[src/rtl/fixed_to_bcd_if.sv]
// Request/result bundle between the datapath result register and the BCD converter.
interface fixed_to_bcd_if #(
  parameter int unsigned INT_BITS    = 16,
  parameter int unsigned FRAC_BITS   = 8,
  parameter int unsigned INT_DIGITS  = 5,
  parameter int unsigned FRAC_DIGITS = 7
);
  logic                             i_Start;
  logic                             i_Round;
  logic [INT_BITS+FRAC_BITS-1:0]    i_Value;
  logic                             o_Busy;
  logic                             o_Neg;
  logic [INT_DIGITS*4-1:0]          o_Int_BCD;
  logic [FRAC_DIGITS*4-1:0]         o_Frac_BCD;
  logic                             o_Ovf;
  logic                             o_DV;

  modport master (
    output i_Start, i_Round, i_Value,
    input  o_Busy, o_Neg, o_Int_BCD, o_Frac_BCD, o_Ovf, o_DV
  );

  modport slave (
    input  i_Start, i_Round, i_Value,
    output o_Busy, o_Neg, o_Int_BCD, o_Frac_BCD, o_Ovf, o_DV
  );
endinterface

[src/rtl/fixed_to_bcd.sv]
// Signed fixed-point to sign + BCD integer/fraction digits, with optional
// round-half-away-from-zero and integer overflow flag. Multi-cycle, one bit/digit per cycle.
module fixed_to_bcd #(
  parameter int unsigned INT_BITS    = 16,
  parameter int unsigned FRAC_BITS   = 8,
  parameter int unsigned INT_DIGITS  = 5,
  parameter int unsigned FRAC_DIGITS = 7
) (
  input  logic           i_Clock,
  input  logic           i_Rst_n,
  fixed_to_bcd_if.slave  bus
);

  localparam int unsigned W       = INT_BITS + FRAC_BITS;
  localparam int unsigned ACC_W   = (INT_DIGITS + 1) * 4;
  localparam int unsigned FD_W    = (FRAC_DIGITS + 1) * 4;
  localparam int unsigned ALL_D   = INT_DIGITS + 1 + FRAC_DIGITS;
  localparam int unsigned ALL_W   = ALL_D * 4;
  localparam int unsigned PW      = FRAC_BITS + 4;
  localparam int unsigned CNT_MAX = (INT_BITS > FRAC_DIGITS + 1) ? INT_BITS : FRAC_DIGITS + 1;
  localparam int unsigned CNT_W   = $clog2(CNT_MAX + 1);

  if (FRAC_BITS < 1 || INT_BITS < 2 || INT_DIGITS < 1 || FRAC_DIGITS < 1) begin : g_param_check
    $error("fixed_to_bcd: unsupported parameter combination");
  end

  typedef enum logic [2:0] {
    S_IDLE, S_LOAD, S_INT, S_FRAC, S_ROUND, S_DONE
  } state_t;

  state_t               state;
  logic [W-1:0]         value_q;
  logic                 round_q;
  logic                 sign_q;
  logic [INT_BITS-1:0]  int_sr;
  logic [FRAC_BITS-1:0] frac_q;
  logic [ACC_W-1:0]     acc_q;
  logic [FD_W-1:0]      fd_q;
  logic                 ovf_sticky;
  logic [CNT_W-1:0]     cnt;

  logic [W-1:0]         mag_c;
  logic [ACC_W-1:0]     acc_adj_c;
  logic [PW-1:0]        frac_prod_c;
  logic [ALL_W-1:0]     all_c;
  logic                 rnd_carry_c;
  logic                 digits_nz_c;

  // Unsigned magnitude at full width, so the most negative input is exact.
  assign mag_c       = value_q[W-1] ? (~value_q + W'(1)) : value_q;
  assign frac_prod_c = PW'(frac_q) * PW'(10);

  // Double-dabble add-3 correction ahead of each shift.
  always_comb begin
    acc_adj_c = acc_q;
    for (int i = 0; i < int'(INT_DIGITS + 1); i++) begin
      if (acc_q[4*i +: 4] >= 4'd5) acc_adj_c[4*i +: 4] = acc_q[4*i +: 4] + 4'd3;
    end
  end

  // Decimal increment of {integer digits, fraction digits} driven by the guard digit.
  always_comb begin
    all_c       = {acc_q, fd_q[FD_W-1:4]};
    rnd_carry_c = round_q && (fd_q[3:0] >= 4'd5);
    for (int i = 0; i < int'(ALL_D); i++) begin
      if (rnd_carry_c) begin
        if (all_c[4*i +: 4] == 4'd9) begin
          all_c[4*i +: 4] = 4'd0;
        end else begin
          all_c[4*i +: 4] = all_c[4*i +: 4] + 4'd1;
          rnd_carry_c     = 1'b0;
        end
      end
    end
  end

  assign digits_nz_c = (|all_c[FRAC_DIGITS*4 +: INT_DIGITS*4]) | (|all_c[FRAC_DIGITS*4-1:0]);

  always_ff @(posedge i_Clock or negedge i_Rst_n) begin
    if (!i_Rst_n) begin
      state          <= S_IDLE;
      value_q        <= '0;
      round_q        <= 1'b0;
      sign_q         <= 1'b0;
      int_sr         <= '0;
      frac_q         <= '0;
      acc_q          <= '0;
      fd_q           <= '0;
      ovf_sticky     <= 1'b0;
      cnt            <= '0;
      bus.o_Busy     <= 1'b0;
      bus.o_Neg      <= 1'b0;
      bus.o_Int_BCD  <= '0;
      bus.o_Frac_BCD <= '0;
      bus.o_Ovf      <= 1'b0;
      bus.o_DV       <= 1'b0;
    end else begin
      case (state)
        S_IDLE: begin
          bus.o_DV <= 1'b0;
          if (bus.i_Start) begin
            value_q    <= bus.i_Value;
            round_q    <= bus.i_Round;
            bus.o_Busy <= 1'b1;
            state      <= S_LOAD;
          end
        end
        S_LOAD: begin
          sign_q     <= value_q[W-1];
          int_sr     <= mag_c[W-1:FRAC_BITS];
          frac_q     <= mag_c[FRAC_BITS-1:0];
          acc_q      <= '0;
          fd_q       <= '0;
          ovf_sticky <= 1'b0;
          cnt        <= '0;
          state      <= S_INT;
        end
        S_INT: begin
          // A bit shifted out of the spare top digit means the value exceeds the accumulator.
          acc_q      <= {acc_adj_c[ACC_W-2:0], int_sr[INT_BITS-1]};
          ovf_sticky <= ovf_sticky | acc_adj_c[ACC_W-1];
          int_sr     <= {int_sr[INT_BITS-2:0], 1'b0};
          if (cnt == CNT_W'(INT_BITS - 1)) begin
            cnt   <= '0;
            state <= S_FRAC;
          end else begin
            cnt <= cnt + CNT_W'(1);
          end
        end
        S_FRAC: begin
          fd_q   <= FD_W'({fd_q, frac_prod_c[PW-1 -: 4]});
          frac_q <= frac_prod_c[FRAC_BITS-1:0];
          if (cnt == CNT_W'(FRAC_DIGITS)) begin
            cnt   <= '0;
            state <= S_ROUND;
          end else begin
            cnt <= cnt + CNT_W'(1);
          end
        end
        S_ROUND: begin
          bus.o_Int_BCD  <= all_c[FRAC_DIGITS*4 +: INT_DIGITS*4];
          bus.o_Frac_BCD <= all_c[FRAC_DIGITS*4-1:0];
          bus.o_Ovf      <= ovf_sticky | rnd_carry_c | (all_c[ALL_W-1 -: 4] != 4'd0);
          bus.o_Neg      <= sign_q & digits_nz_c;
          bus.o_DV       <= 1'b1;
          bus.o_Busy     <= 1'b0;
          state          <= S_DONE;
        end
        S_DONE: begin
          bus.o_DV <= 1'b0;
          state    <= S_IDLE;
        end
        default: state <= S_IDLE;
      endcase
    end
  end

endmodule

[src/flat_wrapper.sv]
// flat-port wrapper written by rule: the top's interface ports become plain ports
module fixed_to_bcd_flat 
#(
  parameter int unsigned INT_BITS    = 16,
  parameter int unsigned FRAC_BITS   = 8,
  parameter int unsigned INT_DIGITS  = 5,
  parameter int unsigned FRAC_DIGITS = 7
)
  (i_Clock, i_Rst_n, bus_i_Start, bus_i_Round, bus_i_Value, bus_o_Busy, bus_o_Neg, bus_o_Int_BCD, bus_o_Frac_BCD, bus_o_Ovf, bus_o_DV);
  fixed_to_bcd_if #(.INT_BITS(INT_BITS), .FRAC_BITS(FRAC_BITS), .INT_DIGITS(INT_DIGITS), .FRAC_DIGITS(FRAC_DIGITS)) bus_i ();
  input  logic i_Clock;
  input  logic i_Rst_n;
  input wire logic [$bits(bus_i.i_Start)-1:0] bus_i_Start;
  input wire logic [$bits(bus_i.i_Round)-1:0] bus_i_Round;
  input wire logic [$bits(bus_i.i_Value)-1:0] bus_i_Value;
  output wire logic [$bits(bus_i.o_Busy)-1:0] bus_o_Busy;
  output wire logic [$bits(bus_i.o_Neg)-1:0] bus_o_Neg;
  output wire logic [$bits(bus_i.o_Int_BCD)-1:0] bus_o_Int_BCD;
  output wire logic [$bits(bus_i.o_Frac_BCD)-1:0] bus_o_Frac_BCD;
  output wire logic [$bits(bus_i.o_Ovf)-1:0] bus_o_Ovf;
  output wire logic [$bits(bus_i.o_DV)-1:0] bus_o_DV;
  assign bus_i.i_Start = bus_i_Start;
  assign bus_i.i_Round = bus_i_Round;
  assign bus_i.i_Value = bus_i_Value;
  assign bus_o_Busy = bus_i.o_Busy;
  assign bus_o_Neg = bus_i.o_Neg;
  assign bus_o_Int_BCD = bus_i.o_Int_BCD;
  assign bus_o_Frac_BCD = bus_i.o_Frac_BCD;
  assign bus_o_Ovf = bus_i.o_Ovf;
  assign bus_o_DV = bus_i.o_DV;
  fixed_to_bcd #(.INT_BITS(INT_BITS), .FRAC_BITS(FRAC_BITS), .INT_DIGITS(INT_DIGITS), .FRAC_DIGITS(FRAC_DIGITS)) u_core (.i_Clock(i_Clock), .i_Rst_n(i_Rst_n), .bus(bus_i));
endmodule
[config.mk]
export PLATFORM = sky130hd
export DESIGN_NAME = fixed_to_bcd_flat
export DESIGN_NICKNAME = d
export VERILOG_FILES = /design/src/rtl/fixed_to_bcd_if.sv /design/src/rtl/fixed_to_bcd.sv /design/src/flat_wrapper.sv
export SDC_FILE = /design/constraint.sdc
export NUM_CORES = 1
export LEC_CHECK = 0
export CORE_ASPECT_RATIO = 0.9
export CORE_MARGIN = 3
export CORE_UTILIZATION = 50
export CTS_BUF_LIST = sky130_fd_sc_hd__clkbuf_4 sky130_fd_sc_hd__clkbuf_8
export CTS_CLUSTER_SIZE = 12
export DETAILED_ROUTE_END_ITERATION = 10
export PLACE_DENSITY = 0.73
export SLEW_MARGIN = 10
export SYNTH_ARGS = -nofsm -noshare
export SYNTH_HDL_FRONTEND = slang
export SYNTH_SLANG_ARGS = --single-unit
[constraint.sdc]
create_clock -name i_Clock -period 2.3 [get_ports i_Clock]
set_input_delay 0.46 -clock i_Clock [delete_from_list [all_inputs] [get_ports i_Clock]]
set_output_delay 0.46 -clock i_Clock [all_outputs]
set_load 0.02 [all_outputs]
==> results.md <==
- The run finished, with violations left.
- The checks that failed: setup timing.
- The sequential element share of the synthesized area is 0.424.
- The floorplan step set the die width to between 150 and 200 um.
- The tool flagged a number of max-cap violations equal to 0.
- In this run the deepest clock path goes through 2 buffers.
- The path class of the lowest-slack min-delay path is primary input to async pin.
- The biggest area consumer among synthesized cells is sky130_fd_sc_hd__dfrtp_1.
- The number of filler cells placed in the layout is 1515.
- The startpoint-to-endpoint class of the critical path is flip-flop to flip-flop.
- From bottom edge to top edge, the die measures 139 um.
- The number of detailed-route iterations in the first pass is 7.
- Counting flops with an async set or reset pin after synthesis yields a share of 1.00.
- Entering global routing, the biggest net connects 69 pins.
- 0 antenna diodes ended up in the layout.
- After synthesis the netlist holds a flip-flop and latch count of 167.
- Setup repair after global routing could not meet its margin everywhere.
- The worst setup path is captured at a flip-flop.
- The number of ports placed on the die boundary is 80.
- For this design the static power due to leakage is 5.45 nW.
- At the later pin of the worst-skew pair, clock insertion delay measures 0.49 ns.
- The starting density of the core is 0.512.
- The half-perimeter wire length of the detailed placement result is 17700 um.
- Synthesis handed over a netlist of 1080 instances.
- Ranked by instance count, the synthesized netlist is headed by sky130_fd_sc_hd__dfrtp_1, sky130_fd_sc_hd__nand2_1, sky130_fd_sc_hd__o21ai_0.
- The overall overflow remaining after global route is 0.
- The library cell contributing the largest single delay on the critical path is sky130_fd_sc_hd__dfrtp_1.
- The library cell used as clock root buffer is sky130_fd_sc_hd__clkbuf_8.
- Of the cells placed in the final design, the portion with a size suffix greater than 1 is 0.216.
- The peak supply drop is about 0.75 mV.
- Compared with the post-synthesis result, the final layout area differs by 26.8%.
- The wire length per cell after detailed routing is roughly 16 um.
- The signal on the critical path passes through nor3b_4, buf_6, nand4_4, buf_4, nor4_2, mux2i_1, o21ai_0, nor4_1, a31oi_1.
- At the pin with the least slew margin, the transition time is around 0.8 ns.
- The setup clock skew after layout is about 0.014 ns.
- Based on the critical path, the design can be clocked at up to 413 MHz.
- For this design, the sink count on the clock tree is 167.
- Across every metal layer, demand over resource in global routing totals 0.231.
- The startpoint class of the critical path is a flip-flop.
- For this run, the number of Yosys warnings is 0.
- The CTS tree is yes.
- The peak per-stage delay on the critical path is ~0.42 ns.
- Setup violations remaining at the end of the flow were counted as 2.
- The most frequently used cell type in the post-synthesis netlist is sky130_fd_sc_hd__dfrtp_1.
- The detailed-route wire length is 24900 um.
- Buffers placed on the I/O ports in this run total 79.
- At the worst endpoint, the arrival time is 2.78 ns.
- The final count of pins violating max slew is 0.
- The initial antenna violation count was 0.
- The H-tree was split into 4 levels.
- The number of placed instances, taps included, is about 1500.
- The average cell area after synthesis is 9.14 um2.
- The time the final worst path needs with I/O delays and setup is 2.42 ns.
- The number of global-route vias before repair is about 8300.
- At the worst endpoint, the required time is 2.66 ns.
- Yosys attributes the largest share of cell area to sky130_fd_sc_hd__dfrtp_1, sky130_fd_sc_hd__nand2_1, sky130_fd_sc_hd__ha_1.
- The distinct cell type count after synthesis is 72.
- Dividing total power by cell area gives a power density of approximately 1300 mW/mm2.
- In the final design database the tool counted 1317 nets.
- The post-route fraction of the period consumed by the critical path is 1.05.
- The number of core rows is 48.
- The number of nets in the synthesized netlist is 1149.
- The count of placed standard cells in the final layout, fillers left out is 1511.
- Timing analysis after detailed placement gives a worst setup slack of -0.0920 ns.
- The most instantiated flip-flop cell in the synthesis netlist is sky130_fd_sc_hd__dfrtp_1.
- The region available for standard cell placement spans ~0.019 mm2.
- The post-detailed-route DRC marker count is 0.
- The total clock buffers created by CTS is 17.
- The highest fanout seen on the critical path is 5.
- After clock tree synthesis, the clock-pin slew on the worst setup and hold paths is 0.10 ns.
- The detailed router placed 8769 vias in this run.
- The headroom to the max-slew limit is 0.466.
- Setup slack on the critical path of the routed design comes to -0.122 ns.
- The number of failing hold endpoints at the final stage is 0.
- The wire length of the first global-routing pass is 41100 um.
- The cell area after synthesis is 0.00987 mm2.
- The final weighted congestion in routability-driven placement is 0.998.
- The average via count per standard cell is 5.80.
- The die outline area is 0.0215 mm2.
- The number of DRC markers after the initial detailed-route iteration is 899.
- The portion of synthesized cell area occupied by the leading cell type is 0.424.
- The number of flops mapped to enable cells by yosys is 0.
- The final antenna-violating net count is 0.
==> metrics by stage <==
step	util	setup TNS (ns)	hold slack, ns	cell area, um2	power [W]
after floorplan	-	0	0.164	9870	0.0101
after global placement	0.606	-0.0343	0.449	11700	0.0130
after detailed placement	0.606	-0.149	0.452	11700	0.0132
after CTS	0.635	0	0.491	12200	0.0155
after global routing	0.649	-0.707	0.510	12500	0.0168
final	0.649	-0.143	0.479	12500	0.0157
==> flip-flops by register name, indices dropped and copies added, names as in the netlist <==
signal and count:
u_core.bus.o_Neg 1, u_core.bus.o_DV 1, u_core.fd_q 32, u_core.round_q 1
u_core.state 3, u_core.bus.o_Frac_BCD 28, u_core.sign_q 1, u_core.bus.o_Int_BCD 20
u_core.acc_q 24, u_core.cnt 5, u_core.bus.o_Busy 1, u_core.frac_q 8
u_core.int_sr 16, u_core.ovf_sticky 1, u_core.bus.o_Ovf 1, u_core.value_q 24
==> per-layer routing <==
metal / share of wire / vias to the layer above / global-route usage
met3: 0.060 / 47 / 0.0442
met2: 0.47 / 321 / 0.364
li1: - / 4206 / -
met1: 0.45 / 4195 / 0.327
met5: 0 / - / 0
met4: 0.020 / 0 / 0.0720
==> layout make-up <==
class,instances,area (um2),share of cell area
flip-flops and latches,167,4180,0.334
inverters,30,113,0.00900
multi-input cells,803,5500,0.440
repair buffers,229,1990,0.159
clock buffers,17,234,0.0187
clock inverters,15,183,0.0146
well taps,250,313,0.0250
==> worst max-delay path, delay by kind of cell (launching register included) <==
kind,cells,cell delay [ns]
AOI/OAI and AO/OA,2,0.26
buffers and inverters,2,0.33
muxes,1,0.28
and+or+nand+nor,4,1.01
DFF,1,0.42
==> final timing paths <==
kind                                            from                         to  slack (ns)  cells past startpoint
max                                  u_core.fd_q[30]           u_core.bus.o_Neg       -0.12                      9
min reg2reg                u_core.bus.o_Frac_BCD[18]  u_core.bus.o_Frac_BCD[18]        0.48                      2
min in group i_Clock       u_core.bus.o_Frac_BCD[18]  u_core.bus.o_Frac_BCD[18]        0.48                      2
min                                          i_Rst_n  u_core.bus.o_Frac_BCD[20]        0.48                      2
max reg2reg                          u_core.fd_q[30]           u_core.bus.o_Neg       -0.12                      9
max in group asynchronous                    i_Rst_n  u_core.bus.o_Frac_BCD[11]        1.09                      3
==> layout by cell type (no fill, tap or decap), types with 17 or more instances in the layout <==
cell                                n
sky130_fd_sc_hd__dfrtp_1          167
sky130_fd_sc_hd__ha_1              36
sky130_fd_sc_hd__a31oi_1           18
sky130_fd_sc_hd__buf_4            140
sky130_fd_sc_hd__mux2_2            27
sky130_fd_sc_hd__o21ai_0           85
sky130_fd_sc_hd__o31ai_1           21
sky130_fd_sc_hd__clkbuf_8          17
sky130_fd_sc_hd__o21ai_1           21
sky130_fd_sc_hd__inv_1             28
sky130_fd_sc_hd__a21oi_1           44
sky130_fd_sc_hd__xnor2_1           26
sky130_fd_sc_hd__nand2_1          155
sky130_fd_sc_hd__nor2_1            59
sky130_fd_sc_hd__xor2_1            25
sky130_fd_sc_hd__nand3_1           38
sky130_fd_sc_hd__clkdlybuf4s50_1   78
==> kinds of logic after synthesis <==
logic type	Yosys count	synth area share
compound gates	282	0.178
xor+xnor	51	0.0453
fa+ha+maj	41	0.0528
buf+inv	110	0.0472
flops	167	0.424
mux	40	0.0441
simple gates	389	0.209
==> report_power, final <==
part	internal (W)	leakage, nW	switching (W)
clock	0.000924	0.210	0.00129
combinational	0.00379	3.07	0.00450
sequential	0.00410	2.17	0.00105
==> repair_timing <==
item | 4_1_cts | 5_1_grt
gates resized for setup | 19 | 41
pin swaps | 10 | 26
cloned | 1 | 0
endpoints found under the setup margin | 5 | 21
endpoints found under the hold margin | 46 | 0
buffers inserted | 4 | 11
hold buffers | 1 | 0
Power figures use the tool's default switching activity.
==> RTL edit: new RTL, config.mk and constraints unchanged <==
Encoding of `state_t`: now one-hot (6 bits for 6 states).
--- a/src/rtl/fixed_to_bcd.sv
+++ b/src/rtl/fixed_to_bcd.sv
@@ -24,8 +24,8 @@
     $error("fixed_to_bcd: unsupported parameter combination");
   end
 
-  typedef enum logic [2:0] {
-    S_IDLE, S_LOAD, S_INT, S_FRAC, S_ROUND, S_DONE
+  typedef enum logic [5:0] {
+    S_IDLE = 6'b000001, S_LOAD = 6'b000010, S_INT = 6'b000100, S_FRAC = 6'b001000, S_ROUND = 6'b010000, S_DONE = 6'b100000
   } state_t;
 
   state_t               state;
Check against the original RTL: no difference found for any inputs over 10 cycles, from zero or initial values and one cycle with i_Rst_n low; not proved beyond that.
==> RTL edit against the original RTL <==
- the flow still finishes with violations (setup timing)
- worst setup slack worse by 0.082 ns
- final area down 1.5%
- sequential cell count up 3
- routed wire length down 3.2%
- area after synthesis down 2.5%
- global-route usage down 0.19 points
- critical path type unchanged
- critical endpoint unchanged
Power is not compared: it rests on default switching activity, and its combinational part moved more than twofold at a synthesized area within 25%.
==> RTL edit: results <==
group,metric,value,unit
outcome,status,"finished, violations left",
outcome,violations,"setup timing",
detailed_routing,routed_wl,24.07,mm
global_routing,use_met2,37.02,%
sta,setup_viol,3,
placement,dpl_worst_slack,-0.2754,ns
global_routing,track_usage,22.94,%
global_routing,grt_use_met1,31.78,%
yosys,syn_nets,1142,
yosys,ys_seq_area_share,44.23,%
sta,tightest_slew,0.6767,ns
detailed_routing,met3_length,1.095,mm
critical_path,r2r-start,"u_core.fd_q[0]",
detailed_routing,drt_first_pass_iters,5,
clock_network,ctsResizeCount,21,
clock_network,post-cts-setup-buffers,11,
placement,place_inst,1461,
yosys,synthTopCellsByCount,"nand2_1, dfrtp_1, o21ai_0",
global_routing,grt_pass1_wl,39.32,mm
yosys,ys_top_cells_by_area,"dfrtp_1, nand2_1, ha_1, o21ai_0, a22o_1",
detailed_routing,wl_met1,11.45,mm
placement,placed_area,0.01151,mm^2
sta,fin_ws,-0.2040,ns
sta,setup_tns,-0.2332,ns
sta,fin_skew,0.01103,ns
global_routing,use_met3,4.428,%
detailed_routing,viasPerCell,5.582,
global_routing,grt_pass1_vias,7944,
critical_path,crit_family,"compound AO/OA/AOI/OAI gates",
==> RTL edit: cell count changes in the layout (fill, tap and decap cells not counted), moves of 10 or more <==
cell     unedited run  this run
a21oi_1            44        34
a22o_1              1        34
mux2_2             27         2
nand2_1           155       186
nand3_1            38        19
nor2_1             59        76
o21ai_1            21         5
==> RTL edit: cell type report <==
type                    instances  area [um^2]  share of cell area [%]
clock inverters                13        182.7                   1.482
repair buffers                227         1977                   16.04
inverters                      34        127.6                   1.036
multi-input cells             798         5214                   42.30
well taps                     245        306.5                   2.487
clock buffers                  19        261.5                   2.122
flip-flops and latches        170         4255                   34.53
==> RTL edit: logic make-up (layout without fill, tap and decap cells) <==
family | Yosys count | after routing | share of synthesized area (%)
flops | 170 | 170 | 44.23
buf+inv | 105 | 293 | 4.552
xor+xnor | 51 | 51 | 4.643
compound gates | 288 | 288 | 19.77
fa+ha+maj | 41 | 41 | 5.410
simple gates | 409 | 409 | 20.43
mux | 9 | 9 | 0.9624
